[config.mk]
export PLATFORM = sky130hd
export DESIGN_NAME = if_stage_flat
export DESIGN_NICKNAME = d
export VERILOG_FILES = /design/src/rtl/if_stage_pkg.sv /design/src/rtl/if_stage_if.sv /design/src/rtl/if_stage_fetch_skid_buf.sv /design/src/rtl/if_stage.sv /design/src/flat_wrapper.sv
export SDC_FILE = /design/constraint.sdc
export NUM_CORES = 1
export LEC_CHECK = 0
export CAP_MARGIN = 40
export CELL_PAD_IN_SITES_DETAIL_PLACEMENT = 0
export CELL_PAD_IN_SITES_GLOBAL_PLACEMENT = 2
export CORE_MARGIN = 3
export CORE_UTILIZATION = 30
export CTS_CLUSTER_DIAMETER = 60
export DETAILED_ROUTE_END_ITERATION = 8
export PLACE_DENSITY = 0.77
export SLEW_MARGIN = 20
export SYNTH_ARGS = -nofsm -noshare
export SYNTH_HDL_FRONTEND = slang
export SYNTH_SLANG_ARGS = --single-unit
[constraint.sdc]
create_clock -name clk -period 2.3 [get_ports clk]
set_input_delay 0.46 -clock clk [delete_from_list [all_inputs] [get_ports clk]]
set_output_delay 0.46 -clock clk [all_outputs]
set_load 0.01 [all_outputs]
[src/rtl/if_stage_pkg.sv]
// Shared RV32I fetch definitions: word width, canonical NOP and the fetch-entry record
// carried through the skid buffer and IF/ID.
package if_stage_pkg;

  localparam int          XLEN   = 32;
  localparam logic [31:0] RV_NOP = 32'h0000_0013;

  typedef struct packed {
    logic [XLEN-1:0] pc;
    logic [XLEN-1:0] instr;
  } fetch_entry_t;

  // Instruction fetches are always word aligned; the low two bits are discarded.
  function automatic logic [XLEN-1:0] align_pc(input logic [XLEN-1:0] addr);
    return addr & 32'hFFFF_FFFC;
  endfunction

endpackage

[src/rtl/if_stage_if.sv]
// Instruction-memory request/response port: one request per accept, response one cycle later.
interface if_stage_if;
  import if_stage_pkg::*;

  logic            req;
  logic [XLEN-1:0] addr;
  logic            ready;
  logic            rvalid;
  logic [XLEN-1:0] rdata;

  modport master (output req, output addr, input ready, input rvalid, input rdata);
  modport slave  (input req, input addr, output ready, output rvalid, output rdata);

endinterface

[src/rtl/if_stage_fetch_skid_buf.sv]
// One-entry {pc,instr} holding register that catches a response landing while decode is stalled.
module fetch_skid_buf
  import if_stage_pkg::*;
(
  input  logic         clk,
  input  logic         rst,
  input  logic         clear,
  input  logic         load,
  input  logic         drain,
  input  fetch_entry_t load_data,
  output logic         valid,
  output fetch_entry_t data
);

  logic         valid_r;
  fetch_entry_t data_r;

  // Clear wins over load; a load in the same cycle as a drain refills the entry.
  always_ff @(posedge clk) begin
    if (rst) begin
      valid_r <= 1'b0;
      data_r  <= '{pc: 32'h0000_0000, instr: 32'h0000_0000};
    end else if (clear) begin
      valid_r <= 1'b0;
    end else if (load) begin
      valid_r <= 1'b1;
      data_r  <= load_data;
    end else if (drain) begin
      valid_r <= 1'b0;
    end
  end

  assign valid = valid_r;
  assign data  = data_r;

endmodule

[src/rtl/if_stage.sv]
// RV32I instruction-fetch stage and IF/ID register: PC, epoch-tagged single outstanding fetch,
// stall absorption through a one-entry skid buffer, and EX redirects.
module if_stage
  import if_stage_pkg::*;
#(
  parameter logic [31:0] RESET_PC  = 32'h0000_0000,
  parameter logic [31:0] NOP_INSTR = RV_NOP
) (
  input  logic        clk,
  input  logic        rst,
  if_stage_if.master  imem,
  input  logic        stall,
  input  logic        redirect_valid,
  input  logic [31:0] redirect_pc,
  output logic        ifid_valid,
  output logic [31:0] ifid_pc,
  output logic [31:0] ifid_instr
);

  logic [31:0]  pc_r;
  logic [31:0]  fetch_pc_r;
  logic         epoch_r;
  logic         inflight_r;
  logic         inflight_epoch_r;
  logic         ifid_valid_r;
  logic [31:0]  ifid_pc_r;
  logic [31:0]  ifid_instr_r;

  logic         req_s;
  logic         accept_s;
  logic         resp_live_s;
  logic         skid_load_s;
  logic         skid_drain_s;
  logic         skid_valid_s;
  fetch_entry_t skid_data_s;
  fetch_entry_t resp_entry_s;

  assign req_s    = !rst && !stall && !redirect_valid;
  assign accept_s = req_s && imem.ready;

  // A response from an older epoch, or one colliding with a redirect, is discarded.
  assign resp_live_s  = imem.rvalid && inflight_r && (inflight_epoch_r == epoch_r)
                        && !redirect_valid && !rst;
  assign resp_entry_s = '{pc: fetch_pc_r, instr: imem.rdata};
  assign skid_drain_s = !stall && !redirect_valid && skid_valid_s;
  assign skid_load_s  = resp_live_s && (stall || skid_valid_s);

  fetch_skid_buf u_skid (
    .clk       (clk),
    .rst       (rst),
    .clear     (redirect_valid),
    .load      (skid_load_s),
    .drain     (skid_drain_s),
    .load_data (resp_entry_s),
    .valid     (skid_valid_s),
    .data      (skid_data_s)
  );

  // PC, epoch and outstanding-fetch bookkeeping.
  always_ff @(posedge clk) begin
    if (rst) begin
      pc_r             <= RESET_PC;
      epoch_r          <= 1'b0;
      inflight_r       <= 1'b0;
      inflight_epoch_r <= 1'b0;
      fetch_pc_r       <= 32'h0000_0000;
    end else if (redirect_valid) begin
      pc_r       <= align_pc(redirect_pc);
      epoch_r    <= ~epoch_r;
      inflight_r <= 1'b0;
    end else begin
      inflight_r <= accept_s;
      if (accept_s) begin
        pc_r             <= pc_r + 32'd4;
        fetch_pc_r       <= pc_r;
        inflight_epoch_r <= epoch_r;
      end
    end
  end

  // IF/ID register: skid entry is older than a live response, so it goes first.
  always_ff @(posedge clk) begin
    if (rst) begin
      ifid_valid_r <= 1'b0;
      ifid_pc_r    <= 32'h0000_0000;
      ifid_instr_r <= NOP_INSTR;
    end else if (redirect_valid) begin
      ifid_valid_r <= 1'b0;
      ifid_instr_r <= NOP_INSTR;
    end else if (stall) begin
      ifid_valid_r <= ifid_valid_r;
    end else if (skid_valid_s) begin
      ifid_valid_r <= 1'b1;
      ifid_pc_r    <= skid_data_s.pc;
      ifid_instr_r <= skid_data_s.instr;
    end else if (resp_live_s) begin
      ifid_valid_r <= 1'b1;
      ifid_pc_r    <= fetch_pc_r;
      ifid_instr_r <= imem.rdata;
    end else begin
      ifid_valid_r <= 1'b0;
      ifid_instr_r <= NOP_INSTR;
    end
  end

  assign imem.req   = req_s;
  assign imem.addr  = pc_r;
  assign ifid_valid = ifid_valid_r;
  assign ifid_pc    = ifid_pc_r;
  assign ifid_instr = ifid_instr_r;

endmodule
[src/flat_wrapper.sv]
// flat-port wrapper written by rule: the top's interface ports become plain ports
module if_stage_flat import if_stage_pkg::*;
#(
  parameter logic [31:0] RESET_PC  = 32'h0000_0000,
  parameter logic [31:0] NOP_INSTR = RV_NOP
)
  (clk, rst, stall, redirect_valid, redirect_pc, ifid_valid, ifid_pc, ifid_instr, imem_req, imem_addr, imem_ready, imem_rvalid, imem_rdata);
  if_stage_if imem_i ();
  input  logic clk;
  input  logic rst;
  input  logic stall;
  input  logic redirect_valid;
  input  logic [31:0] redirect_pc;
  output logic ifid_valid;
  output logic [31:0] ifid_pc;
  output logic [31:0] ifid_instr;
  output wire logic [$bits(imem_i.req)-1:0] imem_req;
  output wire logic [$bits(imem_i.addr)-1:0] imem_addr;
  input wire logic [$bits(imem_i.ready)-1:0] imem_ready;
  input wire logic [$bits(imem_i.rvalid)-1:0] imem_rvalid;
  input wire logic [$bits(imem_i.rdata)-1:0] imem_rdata;
  assign imem_req = imem_i.req;
  assign imem_addr = imem_i.addr;
  assign imem_i.ready = imem_ready;
  assign imem_i.rvalid = imem_rvalid;
  assign imem_i.rdata = imem_rdata;
  if_stage #(.RESET_PC(RESET_PC), .NOP_INSTR(NOP_INSTR)) u_core (.clk(clk), .rst(rst), .imem(imem_i), .stall(stall), .redirect_valid(redirect_valid), .redirect_pc(redirect_pc), .ifid_valid(ifid_valid), .ifid_pc(ifid_pc), .ifid_instr(ifid_instr));
endmodule
# Word-level counts from Yosys, hierarchy flattened
# Index checks and enable logic that the tools add are counted.
# totals
reg_bits	197
latchBits	0
mem_bits_rw	0
romBits	0
input_bits	70
out_inout_bits	98
wordCells	48
memories	0
# classes
addsub	1
multipliers	0
div_mod_pow	0
n_lt_le_gt_ge	0
eq_ne	1
shifts	0
muxes	10
bitwise	3
n_reduce_logical	21
# op_table
operator	n
2-to-1 mux 32 bit	6
adder 32 x 3 -> 32 bit (second input constant)	1
logical AND 1 bit	10
nonzero test 2 bit	3
2-to-1 mux 1 bit	4
AND reduction 2 bit	2
zero test 1 bit	3
inverter 1 bit	3
AND reduction 3 bit	1
OR reduction 2 bit	1
== test 1 bit	1
logical OR 1 bit	1

# Longest topological paths before layout
# Gate-level depths: netlist of run 1.
# logic_depth
depth_word	6
depth_mapped	8
depth_no_buf	5

# Modules after synthesis
# A second synthesis of run 1 with hierarchy kept.
# hier_totals
hier_cells	994
hier_area_um2	9228.9
# modules_own_cells
module	n_inst	cells_each	area_per_inst_um2
if_stage	1	698	5960.7
fetch_skid_buf	1	296	3268.1

# Worst setup path after synthesis of run 1
# Ideal clock, no wire load.
# synth_path
path_type	reg-to-reg
startpoint	register u_core.pc_r[2] (netlist: u_core.imem.addr[2])
endpoint	register u_core.pc_r[26] (netlist: u_core.imem.addr[26])
arrival_time_ns	2.032
required_ns	2.221
slack_ns	0.189
path_stages_with_launch	6
synth_period_minus_slack_ns	2.111
path_cell_list	dfxtp_1 > ha_1 > nand3_1 > or4_4 > or4b_2 > o211ai_1
# synth_via
elab_chain_cells	3
# synth_rtl
element	line_no	rtl
start, declared	if_stage.sv:20	logic [31:0] pc_r;
start signal, assigned	if_stage.sv:68	pc_r <= align_pc(redirect_pc);
start signal, assigned	if_stage.sv:74	pc_r <= pc_r + 32'd4;
adder 32 x 3 -> 32 bit	if_stage.sv:74	
2-to-1 mux 32 bit	if_stage.sv:73	if (accept_s) begin
2-to-1 mux 32 bit	if_stage.sv:67	end else if (redirect_valid) begin
# No other way between the ends. The select of a mux whose other input is x is not followed.
# A chain may end at the register's enable or synchronous reset.

# Worst setup path in the final report of run 1
# layout_path
startpoint	input redirect_valid
endpoint	register u_core.pc_r[9] (netlist: u_core.imem.addr[9])
# layout_via
elab_chain_cells	4
# layout_rtl
element	line_no	rtl
start, declared	flat_wrapper.sv:12	input logic redirect_valid;
zero test 1 bit	if_stage.sv:38	assign req_s = !rst && !stall && !redirect_valid;
logical AND 1 bit	if_stage.sv:38	
logical AND 1 bit	if_stage.sv:39	assign accept_s = req_s && imem.ready;
nonzero test 2 bit (no line)	-	
# Several ways; a longest one is shown, not always the timed one.

==> run metrics, run 1 <==
Cell Area, Synth 7980 sq um; Finished Core Util 0.416; die area ~29000 sq um; final net count 1209; Synth Register Bits around 190; Port Buffers 161; first-pass GRT wire length 40300 um; Slew headroom 0.466; Synth top area share 0.474; Worst Setup EP u_core.imem.addr[9]; count of flip-flops with a built-in enable after synthesis 0; Synth async-reset ratio 0; Crit Path Class in2reg; Vias approximately 7500; crit end category flip-flop; Worst setup SP type input port; # IOs about 170; grt ovf 0; maximum fanout along the worst path 7; Mapped Cells between 900 and 1000; share of cells above drive strength 1 0.103; P per Cell Area around 650 nW/um^2; final wirelength ~26000 um; router iterations before antenna repair 7; CTS tree yes; unrepaired setup endpoints after global routing false; initial DRC count between 400 and 500; Max Slew Vio Count 0; die width around 170 um; clk slew on worst S/H paths 0.08 ns; Max Cap Viol 0; CP startpoint redirect_valid; R2R Setup Slk 0.15 ns; WHS Path Cells 2; pin count of the biggest net entering global routing 70; diode count 0; clk_lat worst skew around 0.44 ns; leading area contributor after synthesis dfxtp_1; FF-to-FF End u_core.imem.addr[26]; VDD IR max between 0.0004 and 0.0005 V; f_max approximately 460 MHz; Worst EP required 2.64 ns; die span in y between 150 and 200 um; Hold WC Path Type in2reg; ranking of synthesized cells by area dfxtp_1 (47%), nand2_1 (10%), a21oi_1 (8.1%); Worst R2R Path Depth 4; setup slack after layout approximately 0.12 ns; final period utilization 0.947; Syn-to-layout area delta 36.2%; post-synthesis cell type count 53; ys flop type dfxtp_1; register area share after synthesis 0.474; Final Critical Period 2.18 ns; status completed; vias per std cell between 5 and 6; Synthesis Warnings 0; most common cell in the synthesized netlist nand2_1; actual slew at the worst max-slew pin 0.801 ns; root buffer cell clkbuf_16; R2R Path Start u_core.imem.addr[7]; clk sinks ~190; leakage power between 0.003 and 0.004 uW; routed len/inst ~17 um; CORE AREA 26100 sq um; DP Wirelength 17500 um; initial antenna violation count 0; final hold vios 0; Final Wtd Congestion approximately 0.87; Remaining DRCs 0; data arrival time of the critical path around 2.5 ns; FP Rows between 50 and 60; total global-route track usage 0.177; initial core utilization 0.305; final-report setup violation count 0; TritonCTS Buffers 17; syn avg cell area between 8 and 9 sq um; number of routed nets with antenna violations 0; htree depth 4; Post-synth top cells nand2_1 (219), dfxtp_1 (189), a21oi_1 (129); DP Worst Slack -0.303 ns; Clock Path Buffers 2; clk_skew 0.0173 ns; vias in the first global route 6986
-- cell type report --
type | count | area [sq um]
fillers | 2697 | 15300
multi-input cells | 688 | 3830
flip-flops and latches | 189 | 3780
repair buffers | 233 | 2190
clock buffers | 17 | 425
well taps | 335 | 419
clock inverters | 15 | 178
inverters | 9 | 46.3
-- power by group --
group | total [uW] | switching [uW] | internal, uW
Combinational | 628 | 317 | 311
Sequential | 3390 | 57.5 | 3330
Clock | 3010 | 1450 | 1560
-- per-layer routing --
metal / track usage / up-vias / part of all wire / wire, um
li1: - / 3775 / - / -
met1: 0.263 / 3482 / 0.51 / 12900
met2: 0.261 / 196 / 0.44 / 11100
met3: 0.0350 / 20 / 0.047 / 1190
met4: 0.0477 / 0 / 0.012 / 299
met5: 0 / - / 0 / 0
-- cells in the final DEF, fill, tap and decap left out, types with 29 or more instances in the layout --
cell type	n
a21oi_1	129
nor3_1	37
buf_4	69
nor2b_1	30
nand2_1	219
clkdlybuf4s50_1	158
dfxtp_1	188
mux2i_1	31
a211oi_1	31
a221oi_1	29
-- state kept, by name, indices dropped and copies added (netlist names) --
register                 cells
u_core.epoch_r               1
u_core.fetch_pc_r           30
u_core.ifid_instr           32
u_core.ifid_pc              30
u_core.ifid_valid            1
u_core.imem.addr            30
u_core.inflight_epoch_r      1
u_core.inflight_r            1
u_core.u_skid.data          62
u_core.u_skid.valid          1
-- worst min-delay path by stage --
stage / start / slack, ns / endpoint
CTS: rst / 0.22 / u_core.fetch_pc_r[27]
global placement: u_core.u_skid.data[57] / 0.44 / u_core.u_skid.data[57]
finish: rst / 0.23 / u_core.fetch_pc_r[27]
global route: rst / 0.23 / u_core.fetch_pc_r[27]
detailed placement: u_core.u_skid.data[22] / 0.45 / u_core.u_skid.data[22]
floorplan: u_core.u_skid.data[34] / 0.44 / u_core.u_skid.data[34]
-- worst max-delay path: stages --
cell and delay, ns:
clkdlybuf4s50_1 0.52, or4b_4 0.65, buf_4 0.20, buf_4 0.15, or3_1 0.34, a31oi_1 0.20
-- stage by stage --
stage / TNS [ns] / hold WS (ns) / instances / cell area, sq um / power, uW
floorplan: 0 / 0.436 / 969 / 7990 / 3720
global placement: -33.33 / 0.441 / 1454 / 10300 / 4100
detailed placement: -35.52 / 0.446 / 1454 / 10300 / 4090
CTS: 0 / 0.215 / 1486 / 10900 / 7130
global route: 0 / 0.229 / 1486 / 10900 / 7320
finish: 0 / 0.229 / 1486 / 10900 / 7030
-- cells by family (layout without fill, tap and decap cells) --
| logic type | after synthesis | count (layout) | share of synthesized area |
|---|---|---|---|
| buffers and inverters | 92 | 274 | 0.0499 |
| adder cells (fa/ha/maj) | 1 | 1 | 0.00157 |
| multiplexers | 31 | 31 | 0.0389 |
| other | 1 | 4 | 0.000470 |
| flip-flops | 189 | 189 | 0.474 |
| XOR/XNOR | 4 | 4 | 0.00439 |
| AND/OR/NAND/NOR | 390 | 390 | 0.227 |
| AO/OA/AOI/OAI | 258 | 258 | 0.204 |
-- what timing repair did --
action                                  CTS  global route
hold buffers                              0             0
buffers inserted                          0             0
cloned                                    0             0
resized for setup                         1             2
endpoints found under the setup margin    1             1
(Power assumes the default switching activity.)
==> run 2: changes to the inputs <==
--- a/config.mk
+++ b/config.mk
@@ -8,10 +8,12 @@
 export CAP_MARGIN = 40
 export CELL_PAD_IN_SITES_DETAIL_PLACEMENT = 0
 export CELL_PAD_IN_SITES_GLOBAL_PLACEMENT = 2
+export CORE_ASPECT_RATIO = 0.8
 export CORE_MARGIN = 3
 export CORE_UTILIZATION = 30
 export CTS_CLUSTER_DIAMETER = 60
 export DETAILED_ROUTE_END_ITERATION = 8
+export GPL_ROUTABILITY_DRIVEN = 0
 export PLACE_DENSITY = 0.77
 export SLEW_MARGIN = 20
 export SYNTH_ARGS = -nofsm -noshare
==> run 2 against run 1 <==
Compared with the run above:
- combinational power rose by 3%
- via count up 2.6%
- routed wire length rose by 3.7%
- fmax is 2.7% higher
- cell area rose by 0.24%
- clock power about the same
- largest cell class unchanged
- critical endpoint is now u_core.imem.addr[18]
==> run metrics, run 2 (same netlist as run 1, synthesis figures left out) <==
Finished Core Util 0.424; Worst R2R Path Depth 5; maximum fanout along the worst path 7; router iterations before antenna repair 5; clk_skew ~0.022 ns; layout filler cell count 2608; diode count 0; leakage power 0.00359 uW; Vias roughly 7700; R2R Setup Slk 0.18 ns; vias in the first global route 7153; root buffer cell clkbuf_16; Reg power frac 0.479; initial antenna violation count 0; clk_lat worst skew between 0.4 and 0.5 ns; status completed; DP Wirelength 18200 um; crit path buf inv count 1; Final Critical Period ~2.1 ns; VDD IR max roughly 0.00062 V; net switching power figure 1870 uW; final hold vios 0; total global-route track usage 0.182; Crit Path Class reg2reg; commonest non-fill, non-tap cell in the layout nand2_1; placed instance area around 10000 sq um; Slowest cell on crit path or4_1; f_max 472 MHz; data arrival time of the critical path about 2.5 ns; CP delay by family, top simple AND/OR/NAND/NOR gates; Hold Slack around 0.25 ns; actual slew at the worst max-slew pin 0.692 ns; CORE AREA about 26000 sq um; switching share of power 0.264; final net count 1202; Fin Setup TNS 0 ns; # IOs 168; crit end category flip-flop; P per Cell Area 649 nW/um^2; crit-path cells buf_4, and2_0, nand2_1, or4_1, a311oi_1; Post-CTS Setup Inserts 0; first-pass GRT wire length 41900 um; Remaining DRCs 0; WHS Path Cells 2; Slew headroom 0.539; clk sinks roughly 190; CTS tree yes; number of routed nets with antenna violations 0; hold path start rst; initial core utilization 0.310; Syn-to-layout area delta 36.6%; max incr delay on CP about 0.53 ns; Max Slew Vio Count 0; die width around 190 um; most frequent cells in the layout nand2_1 (219), dfxtp_1 (188), clkdlybuf4s50_1 (158), a21oi_1 (129), buf_4 (58); cell area after layout between 10000 and 15000 sq um; FP Rows between 50 and 60; hold path endpoint u_core.epoch_r; FF-to-FF End u_core.imem.addr[18]; final wirelength around 27000 um; R2R Path Start u_core.imem.addr[6]; max reg flops 62; die span in y 152 um; grt ovf 0; TritonCTS Buffers 17; vias per std cell between 5 and 6; final-report setup violation count 0; Combinational Power Share 0.091; Hold WC Path Type in2reg; Hold Buf Count CTS 0; routed len/inst roughly 18 um; unrepaired setup endpoints after global routing false; Worst setup SP type flip-flop; initial DRC count 631; pin count of the biggest net entering global routing slightly above 60; die area around 29000 sq um; post_cts resized 1; Max Cap Viol 0; final period utilization 0.922; Clock Path Buffers 2; share of cells above drive strength 1 0.0962; Int Pwr 5210 uW; htree depth 4; clk slew on worst S/H paths 0.09 ns; Worst EP required around 2.7 ns; Port Buffers 161; total power just over 7000 uW; Clk network pwr share 0.429
[run 2: cell types whose count changed in the layout (fill, tap and decap cells not counted), moves of 3 or more]
cell      delta
buf_4       -11
inv_6        +5
buf_12       +3
clkinv_4     -3
inv_8        -3
[run 2: cell type report]
class	count	area [sq um]	area share
Inverter	9	46.3	0.00425
Clock inverter	15	175	0.0161
Tap cell	351	439	0.0403
Sequential cell	189	3780	0.347
Multi-Input combinational cell	688	3830	0.351
Timing Repair Buffer	226	2200	0.202
Clock buffer	17	425	0.0390
[run 2: power groups by stage]
stage               logic (uW)  registers (uW)  clock network, uW
global placement           646            3460                  0
global route               696            3400               3250
finish                     647            3390               3040
floorplan                  242            3480                  0
CTS                        651            3390               3130
detailed placement         648            3460                  0
[run 2: per-layer routing]
| layer | share of wire | vias up | track usage |
|---|---|---|---|
| met2 | 0.41 | 208 | 0.257 |
| met4 | 0.011 | 0 | 0.0425 |
| met1 | 0.53 | 3660 | 0.284 |
| met5 | 0 | - | 0 |
| li1 | - | 3777 | - |
| met3 | 0.046 | 22 | 0.0327 |
[run 2: how the worst max path moves through the flow]
stage	startpoint	endpoint	slack, ns	cells past startpoint
finish	u_core.imem.addr[6]	u_core.imem.addr[18]	0.18	5
global route	u_core.imem.addr[3]	u_core.imem.addr[26]	0.06	5
CTS	u_core.imem.addr[24]	imem_addr[24]	0.18	1
detailed placement	redirect_valid	u_core.imem.addr[23]	-0.17	6
global placement	redirect_valid	u_core.imem.addr[23]	-0.17	6
floorplan	u_core.imem.addr[2]	u_core.imem.addr[26]	0.19	5
[run 2: through the flow]
| stage | setup WS, ns | std cells |
|---|---|---|
| CTS | 0.176 | 1495 |
| global route | 0.0610 | 1495 |
| floorplan | 0.189 | 969 |
| finish | 0.179 | 1495 |
| global placement | -0.173 | 1462 |
| detailed placement | -0.175 | 1463 |
